[config.mk]
export PLATFORM = sky130hd
export DESIGN_NAME = bank_biu_wb_ctrl
export DESIGN_NICKNAME = d
export VERILOG_FILES = /design/src/rtl/bank_biu_wb_ctrl_pkg.sv /design/src/rtl/bank_biu_wb_ctrl.sv
export SDC_FILE = /design/constraint.sdc
export NUM_CORES = 1
export LEC_CHECK = 0
export ABC_AREA = 1
export BUFFER_PORTS_ARGS = -buffer_cell sky130_fd_sc_hd__buf_2
export CORE_AREA = 3 3 209 211
export DETAILED_ROUTE_END_ITERATION = 16
export DIE_AREA = 0 0 212 214
export SLEW_MARGIN = 25
export SYNTH_ARGS = -nofsm -noshare
export SYNTH_HDL_FRONTEND = slang
export SYNTH_SLANG_ARGS = --single-unit
[constraint.sdc]
create_clock -name clk_i -period 14.5 [get_ports clk_i]
set_input_delay 2.175 -clock clk_i [delete_from_list [all_inputs] [get_ports clk_i]]
set_output_delay 2.175 -clock clk_i [all_outputs]
set_load 0.05 [all_outputs]
[src/rtl/bank_biu_wb_ctrl_pkg.sv]
// bank_biu_wb_ctrl_pkg: shared FSM encoding, AXI constants and HTU opcodes for the bank BIU write side.
package bank_biu_wb_ctrl_pkg;

    typedef enum logic [1:0] {
        ST_IDLE    = 2'd0,
        ST_COLLECT = 2'd1,
        ST_SEND    = 2'd2,
        ST_WAIT_B  = 2'd3
    } wb_state_e;

    localparam logic [2:0] AXSIZE_32B = 3'b101;
    localparam logic [1:0] BURST_INCR = 2'b01;
    localparam logic [1:0] RESP_OKAY  = 2'b00;

    localparam logic [1:0] OP_REFILL = 2'b00;
    localparam logic [1:0] OP_WB     = 2'b01;

    function automatic logic covers(input logic [1:0] have, input logic [1:0] need);
        return (have & need) == need;
    endfunction

endpackage

[src/rtl/bank_biu_wb_ctrl.sv]
// bank_biu_wb_ctrl: dirty-line writeback engine; packs SC half-lines into one line and
// issues a single-beat AXI3 AW+W write, reporting completion when the matching B returns.
module bank_biu_wb_ctrl
    import bank_biu_wb_ctrl_pkg::*;
#(
    parameter int ADDR_WIDTH = 32,
    parameter int DATA_WIDTH = 256,
    parameter int STRB_WIDTH = DATA_WIDTH / 8,
    parameter int ID_WIDTH   = 6,
    parameter int HALF_WIDTH = DATA_WIDTH / 2
) (
    input  logic                    clk_i,
    input  logic                    rst_i,
    input  logic                    htu_wb_valid_i,
    output logic                    htu_wb_ready_o,
    input  logic [ID_WIDTH-1:0]     htu_wb_set_way_i,
    input  logic [ADDR_WIDTH-1:5]   htu_wb_addr_i,
    input  logic                    sc_wb_valid_i,
    output logic                    sc_wb_ready_o,
    input  logic [HALF_WIDTH-1:0]   sc_wb_data_i,
    input  logic                    sc_wb_all_offset_i,
    input  logic [ID_WIDTH:0]       sc_wb_set_way_offset_i,
    output logic                    wb_done_o,
    output logic [1:0]              wb_resp_o,
    output logic                    awvalid_o,
    input  logic                    awready_i,
    output logic [ID_WIDTH-1:0]     awid_o,
    output logic [ADDR_WIDTH-1:0]   awaddr_o,
    output logic [3:0]              awlen_o,
    output logic [2:0]              awsize_o,
    output logic [1:0]              awburst_o,
    output logic                    wvalid_o,
    input  logic                    wready_i,
    output logic [ID_WIDTH-1:0]     wid_o,
    output logic [DATA_WIDTH-1:0]   wdata_o,
    output logic [STRB_WIDTH-1:0]   wstrb_o,
    output logic                    wlast_o,
    input  logic                    bvalid_i,
    output logic                    bready_o,
    input  logic [ID_WIDTH-1:0]     bid_i,
    input  logic [1:0]              bresp_i
);

    wb_state_e state_q, state_d;

    logic [ID_WIDTH-1:0]   sw_q;
    logic [ADDR_WIDTH-1:5] addr_q;
    logic [DATA_WIDTH-1:0] buf_q;
    logic [1:0]            half_q, need_q;
    logic                  aw_done_q, aw_done_d;
    logic                  w_done_q, w_done_d;
    logic [1:0]            resp_q, resp_d;

    logic       req_hs, beat_hs, aw_hs, w_hs, beat_off;
    logic [1:0] beat_mask, half_new, need_new;

    assign req_hs    = htu_wb_valid_i && htu_wb_ready_o;
    assign beat_hs   = sc_wb_valid_i && sc_wb_ready_o;
    assign aw_hs     = awvalid_o && awready_i;
    assign w_hs      = wvalid_o && wready_i;
    assign beat_off  = sc_wb_set_way_offset_i[0];
    assign beat_mask = beat_off ? 2'b10 : 2'b01;
    assign half_new  = half_q | beat_mask;
    assign need_new  = sc_wb_all_offset_i ? 2'b11 : (need_q | beat_mask);

    always_ff @(posedge clk_i or posedge rst_i) begin
        if (rst_i) state_q <= ST_IDLE;
        else       state_q <= state_d;
    end

    always_comb begin
        state_d = state_q;
        case (state_q)
            ST_IDLE:    state_d = req_hs ? ST_COLLECT : ST_IDLE;
            ST_COLLECT: state_d = beat_hs && covers(half_new, need_new) ? ST_SEND : ST_COLLECT;
            ST_SEND:    state_d = (aw_done_q || aw_hs) && (w_done_q || w_hs) ? ST_WAIT_B : ST_SEND;
            ST_WAIT_B:  state_d = wb_done_o ? ST_IDLE : ST_WAIT_B;
            default:    state_d = ST_IDLE;
        endcase
    end

    // Beats for another line are stalled, never dropped; B for another id is left pending.
    always_comb begin
        htu_wb_ready_o = state_q == ST_IDLE;
        sc_wb_ready_o  = state_q == ST_COLLECT && sc_wb_valid_i &&
                         sc_wb_set_way_offset_i[ID_WIDTH:1] == sw_q;
        awvalid_o      = state_q == ST_SEND && !aw_done_q;
        wvalid_o       = state_q == ST_SEND && !w_done_q;
        bready_o       = state_q == ST_WAIT_B && bid_i == sw_q;
        wb_done_o      = state_q == ST_WAIT_B && bid_i == sw_q && bvalid_i;
        wb_resp_o      = wb_done_o ? bresp_i : resp_q;
    end

    assign aw_done_d = !req_hs && (aw_done_q || aw_hs);
    assign w_done_d  = !req_hs && (w_done_q || w_hs);
    assign resp_d    = wb_done_o ? bresp_i : resp_q;

    always_ff @(posedge clk_i or posedge rst_i) begin
        if (rst_i) begin
            aw_done_q <= 1'b0;
            w_done_q  <= 1'b0;
            resp_q    <= RESP_OKAY;
        end else begin
            aw_done_q <= aw_done_d;
            w_done_q  <= w_done_d;
            resp_q    <= resp_d;
        end
    end

    // Line buffer and tags hold no reset; the masks are cleared when a request is taken.
    always_ff @(posedge clk_i) begin
        if (req_hs) begin
            sw_q   <= htu_wb_set_way_i;
            addr_q <= htu_wb_addr_i;
            half_q <= 2'b00;
            need_q <= 2'b00;
        end
        if (beat_hs) begin
            if (beat_off) buf_q[DATA_WIDTH-1:HALF_WIDTH] <= sc_wb_data_i;
            else          buf_q[HALF_WIDTH-1:0]          <= sc_wb_data_i;
            half_q <= half_new;
            need_q <= need_new;
        end
    end

    assign awid_o    = sw_q;
    assign awaddr_o  = {addr_q, 5'b0};
    assign awlen_o   = 4'd0;
    assign awsize_o  = AXSIZE_32B;
    assign awburst_o = BURST_INCR;
    assign wid_o     = sw_q;
    assign wdata_o   = buf_q;
    assign wstrb_o   = {{(STRB_WIDTH/2){half_q[1]}}, {(STRB_WIDTH/2){half_q[0]}}};
    assign wlast_o   = 1'b1;

endmodule
### Word level (Yosys, flattened, before mapping)

Cells that the tools add are included.
Widths: inputs -> output; s select.

| word-level totals | value |
|---|---|
| word-level logic and storage cells | 54 |
| input port bits | 184 |
| register bits | 299 |
| ROM bits | 0 |
| latch bits | 0 |
| memories kept | 0 |
| output and inout port bits | 350 |
| memory bits (writable) | 0 |

| operators by class | value |
|---|---|
| reductions and logical operators | 23 |
| shifts and indexed selects | 0 |
| multipliers | 0 |
| eq/ne operators | 6 |
| mux-type cells | 11 |
| $lt $le $gt $ge | 0 |
| $add $sub $neg | 0 |
| div/mod/pow operators | 0 |
| bitwise gates (word level) | 4 |

Operators with widths:

| cell | number |
|---|---|
| $mux 2 | 8 |
| $logic_and 1x1->1 | 14 |
| $eq 6x6->1 | 2 |
| $pmux 2 s4 | 1 |
| $eq 2x2->1 const B | 2 |
| $or 2x2->2 | 2 |
| $reduce_and 2->1 | 2 |
| $logic_not 1->1 | 3 |
| $and 2x2->2 | 1 |
| $eq 2x1->1 const B | 1 |
| $eq 2x2->1 | 1 |
| $logic_not 2->1 | 1 |
| $logic_or 1x1->1 | 2 |
| $mux 1 | 2 |
| $reduce_bool 2->1 | 1 |
| $not 1->1 | 1 |

### Depth between registers and ports, before layout

| logic depth | value |
|---|---|
| depth in word-level cells | 8 |
| depth in mapped cells | 9 |
| gate-level depth less buffers | 9 |

### Worst setup path after synthesis

No wires, ideal clock.

| timing path | value |
|---|---|
| kind | in2reg |
| start point | in sc_wb_set_way_offset_i[2] |
| end point | reg buf_q[0] (netlist: wdata_o[0]), enable pin |
| setup slack | 2,400 ps |
| setup time | 774 ps |
| data arrival time | 11,326 ps |
| cell stages on the path | 3 |
| cells stage by stage | xnor2_1 -> nand4_2 -> nor3_1 |

| on the way | value |
|---|---|
| cells in the longest elaborated chain, start to end | 4 |

RTL lines:

| item | RTL line | source |
|---|---|---|
| start, declared | bank_biu_wb_ctrl.sv:22 | `input logic [ID_WIDTH:0] sc_wb_set_way_offset_i,` |
| $eq 6x6->1 | bank_biu_wb_ctrl.sv:86 | `sc_wb_set_way_offset_i[ID_WIDTH:1] == sw_q;` |
| $logic_and 1x1->1 | bank_biu_wb_ctrl.sv:85 | `sc_wb_ready_o = state_q == ST_COLLECT && sc_wb_valid_i &&` |
| $logic_and 1x1->1 | bank_biu_wb_ctrl.sv:58 | `assign beat_hs = sc_wb_valid_i && sc_wb_ready_o;` |
| $reduce_and 2->1 (no source line) | n/a |  |
| end signal, assigned by index | bank_biu_wb_ctrl.sv:119 | `if (beat_off) buf_q[DATA_WIDTH-1:HALF_WIDTH] <= sc_wb_data_i;` |
| end signal, assigned by index | bank_biu_wb_ctrl.sv:120 | `else buf_q[HALF_WIDTH-1:0] <= sc_wb_data_i;` |
| end, declared | bank_biu_wb_ctrl.sv:48 | `logic [DATA_WIDTH-1:0] buf_q;` |

Every way passes these cells.
A chain may end at the register's enable or synchronous reset.

### Final worst setup path

| timing path | value |
|---|---|
| start point | in bid_i[5] |
| end point | out wb_resp_o[0] |

| on the way | value |
|---|---|
| cells in the longest elaborated chain, start to end | 4 |

RTL lines:

| item | RTL line | source |
|---|---|---|
| start, declared | bank_biu_wb_ctrl.sv:40 | `input logic [ID_WIDTH-1:0] bid_i,` |
| $eq 6x6->1 | bank_biu_wb_ctrl.sv:90 | `wb_done_o = state_q == ST_WAIT_B && bid_i == sw_q && bvalid_i;` |
| $logic_and 1x1->1 (2 in series) | bank_biu_wb_ctrl.sv:90 |  |
| $mux 2 | n/a |  |
| end, declared | bank_biu_wb_ctrl.sv:24 | `output logic [1:0] wb_resp_o,` |

Every way passes these cells.

==> summary by stage <==
Routing
The detailed router finished its first iteration with 326 violations. The first detailed-routing pass took 4 iterations. The mean routed wirelength per cell is 17.7 µm. The count of nets left with antenna violations once routing finished came out at 0. The number of vias per cell is 3.95. The final route contains 6135 vias. For this block, the routed nets add up to 27400 µm of wire. The remaining routing DRC violations is 0.

Timing
The shortest clock period the worst path allows after layout is 5510 ps. The clock skew after layout is 22.9 ps. The number of endpoints with negative hold slack in the final report came to 0. The worst pin sits at a relative slew slack of 33.4%. Setup repair after global routing left no endpoint under its margin. The post-route setup TNS is 0 ps.

The portion of the clock cycle consumed by the worst path in the final layout is 38.0%. The actual slew at the worst max-slew pin is 999 ps. Setup violations remaining at the end of the flow were counted as 0. The maximum clock frequency is 181 MHz. The number of max-slew violations in the final report was 0. The final worst-path setup slack is 8990 ps.

Critical path
The worst setup path is captured at a primary output. The critical path goes through buf_2 > xnor2_1 > nor2b_1 > nand2_1 > nor2_2 > nand2_2 > nand2_1 > nand2_1 > buf_2. The endpoint required time on the critical path is 12320 ps.

Data arrives at the worst endpoint at 3340 ps. By startpoint and endpoint, the worst setup path is classified as in2out. The sort of element at the start of the critical path is an input pin. Among the stages of the critical path, the cell type that occurs most often is sky130_fd_sc_hd__nand2_1.

The largest fanout of any net on the critical path is 3. The largest single stage delay on the critical path is 220 ps. The slowest stage of the critical path belongs to the cell sky130_fd_sc_hd__buf_2.

Die
The height of the chip is 214 µm. The core area is 0.0419 mm². The horizontal die dimension is 212 µm. The initialized floorplan defines 75 standard-cell rows. For this configuration, the core starts out at a cell density of 23.6%.

The area of the die is 0.0454 mm². The total I/O pin count is 534.

Power and ir drop
The total power per unit cell area is 151 mW/mm². The maximum ir drop on the vdd rail is 103 µV. Summed over all cells, the static leakage comes to 0.00571 µW.

Logic synthesis
The total of warnings raised by yosys is 0. Yosys mapped the design onto 22 distinct sky130hd cell types. The synthesis-stage register bit count is 299. Of all cell types, the one taking the most synthesized area is sky130_fd_sc_hd__edfxtp_1. The share of synthesized area in the top cell type comes to 88.9%.

By area the synthesized netlist is led by sky130_fd_sc_hd__edfxtp_1, sky130_fd_sc_hd__buf_4, sky130_fd_sc_hd__nand2_1. The share of synthesized area occupied by flip-flops and latches is 90.4%. The post-synthesis average cell area is 20.9 µm². The gate count of the mapped netlist is 473. The summed instance area of the synthesized netlist is 0.00989 mm².

Global route
The overall global routing resource usage is 11.5%. The maximum number of pins on one net before global-route repair is 129. The first global-routing pass estimated 39300 µm of wire.

The total overflow reported by the global router is 0. The number of global-route vias before repair is 6492. The number of antenna violations at the first check in global routing was 8.

CTS
In this run the clock root is driven by a sky130_fd_sc_hd__clkbuf_16. Once the clock tree was built, the setup fixing pass inserted 0 buffers. The maximum level of the CTS H-tree is 1. Counting along the longest clock path gives a buffer depth of 3.

The TritonCTS buffer count is 31. Post-CTS repair changed the size of 0 cells. At the later pin of the worst-skew pair, clock insertion delay measures 590 ps. TritonCTS built the clock tree. Clock-pin slew was measured on the worst setup and hold paths at 60 ps.

The number of sinks on the clock net is 299. The cts-stage hold buffer count is 0.

Placed design
At the end of routability-driven placement, the weighted congestion stood at 0.859. Detailed placement finished with a half-perimeter wire length of 20600 µm. The post-placement setup slack is 8980 ps. The number of buffers added on ports is 518.

Job
The max-cap violation count is 0.

Worst hold path
The tightest min-delay check is of the reg2reg type.

Run status
The flow ran to the end, and the final reports show no timing, DRC or antenna violations.

Finish
The proportion of layout cells with a drive suffix above 1 is 57.6%. Relative to the synthesized area, the layout overhead comes to 40.9%. At the end of the flow, the number of nets in the layout was 1172.
-- cells by family after synthesis --
logic type / share of synthesized area [%]
XOR/XNOR: 0.531
AO/OA/AOI/OAI: 0.430
flip-flops: 90.4
buffers and inverters: 4.78
other: 0.0759
AND/OR/NAND/NOR: 3.74
-- synth_stat cells, drive strengths merged --
cell type    n
or2          1
dfrtp        6
inv         24
xor2         1
a21oi        2
nor2        16
nor2b        1
nor3         5
conb         2
nor3b        2
nand3        4
a31o         2
nand4        6
buf         51
nand2       49
xnor2        5
edfxtp     293
o21ai        3
-- path summary, 6_finish.rpt --
| check | from | end | slack [ps] | depth (start not counted) |
|---|---|---|---|---|
| worst max register to register | awid_o[1]$_DFFE_PP_ | wdata_o[8]$_DFFE_PP_ | 11840 | 4 |
| min in group asynchronous | rst_i | state_q[1]$_DFF_PP0_ | 1530 | 2 |
| worst min-delay path | resp_q[1]$_DFF_PP0_ | resp_q[1]$_DFF_PP0_ | 510 | 2 |
| worst min register to register | resp_q[1]$_DFF_PP0_ | resp_q[1]$_DFF_PP0_ | 510 | 2 |
| worst max-delay path | bid_i[5] | wb_resp_o[0] | 8990 | 9 |
| max in group asynchronous | rst_i | aw_done_q$_DFF_PP0_ | 12750 | 2 |
-- cells in the final DEF (no fill, tap or decap), drive strengths merged, types with 5 or more instances in the layout --
cell / count
buf: 520
bufinv: 5
clkbuf: 31
clkinv: 16
conb: 15
dfrtp: 6
edfxtp: 293
inv: 27
nand2: 49
nand4: 6
nor2: 16
nor3: 5
xnor2: 5
-- sequential cells by signal (all words and copies together), names as in the netlist --
signal     flops
w_done_q       1
need_q         2
resp_q         2
awid_o         6
wdata_o      256
aw_done_q      1
half_q         2
addr_q        27
state_q        2
-- area by class of cell --
class	count	area (µm²)
fill	4080	28000
sequential	299	8950
timing repair buffer	520	2630
clock buffer	31	776
tap	539	674
multi-input combinational	112	532
clock inverter	27	285
inverter	24	90.1
antenna	1	2.50
-- worst max-delay path, delay by kind of cell --
kind / cells / cell delay [ps]
and+or+nand+nor: 6 / 680
buffers and inverters: 2 / 320
xor gates and xnor gates: 1 / 150
-- per-layer routing --
layer	track usage, %	part of all wire, %	vias up	wire (µm)
met5	0	0.32	-	89
met4	4.55	4.0	14	1100
met3	5.36	11	84	3020
met2	20.5	51	360	13900
met1	11.5	34	2946	9320
li1	-	-	2731	-
-- stage by stage --
step / total power [µW] / utilization, % / instances / hold WS (ps) / area, µm²
after global routing: 2180 / 33.2 / 1552 / 512 / 13900
after floorplan: 1250 / - / 486 / 532 / 9940
after global placement: 1300 / 30.7 / 1494 / 462 / 12900
after detailed placement: 1310 / 30.7 / 1494 / 471 / 12900
final: 2100 / 33.2 / 1553 / 507 / 13900
after CTS: 2130 / 33.2 / 1552 / 488 / 13900
-- where the power goes --
group          internal (µW)  total [µW]  switching [µW]
registers                984        1000            17.7
clock network            481         813             332
logic                   58.2         285             227
total                   1520        2100             576
(Power assumes the default switching activity.)
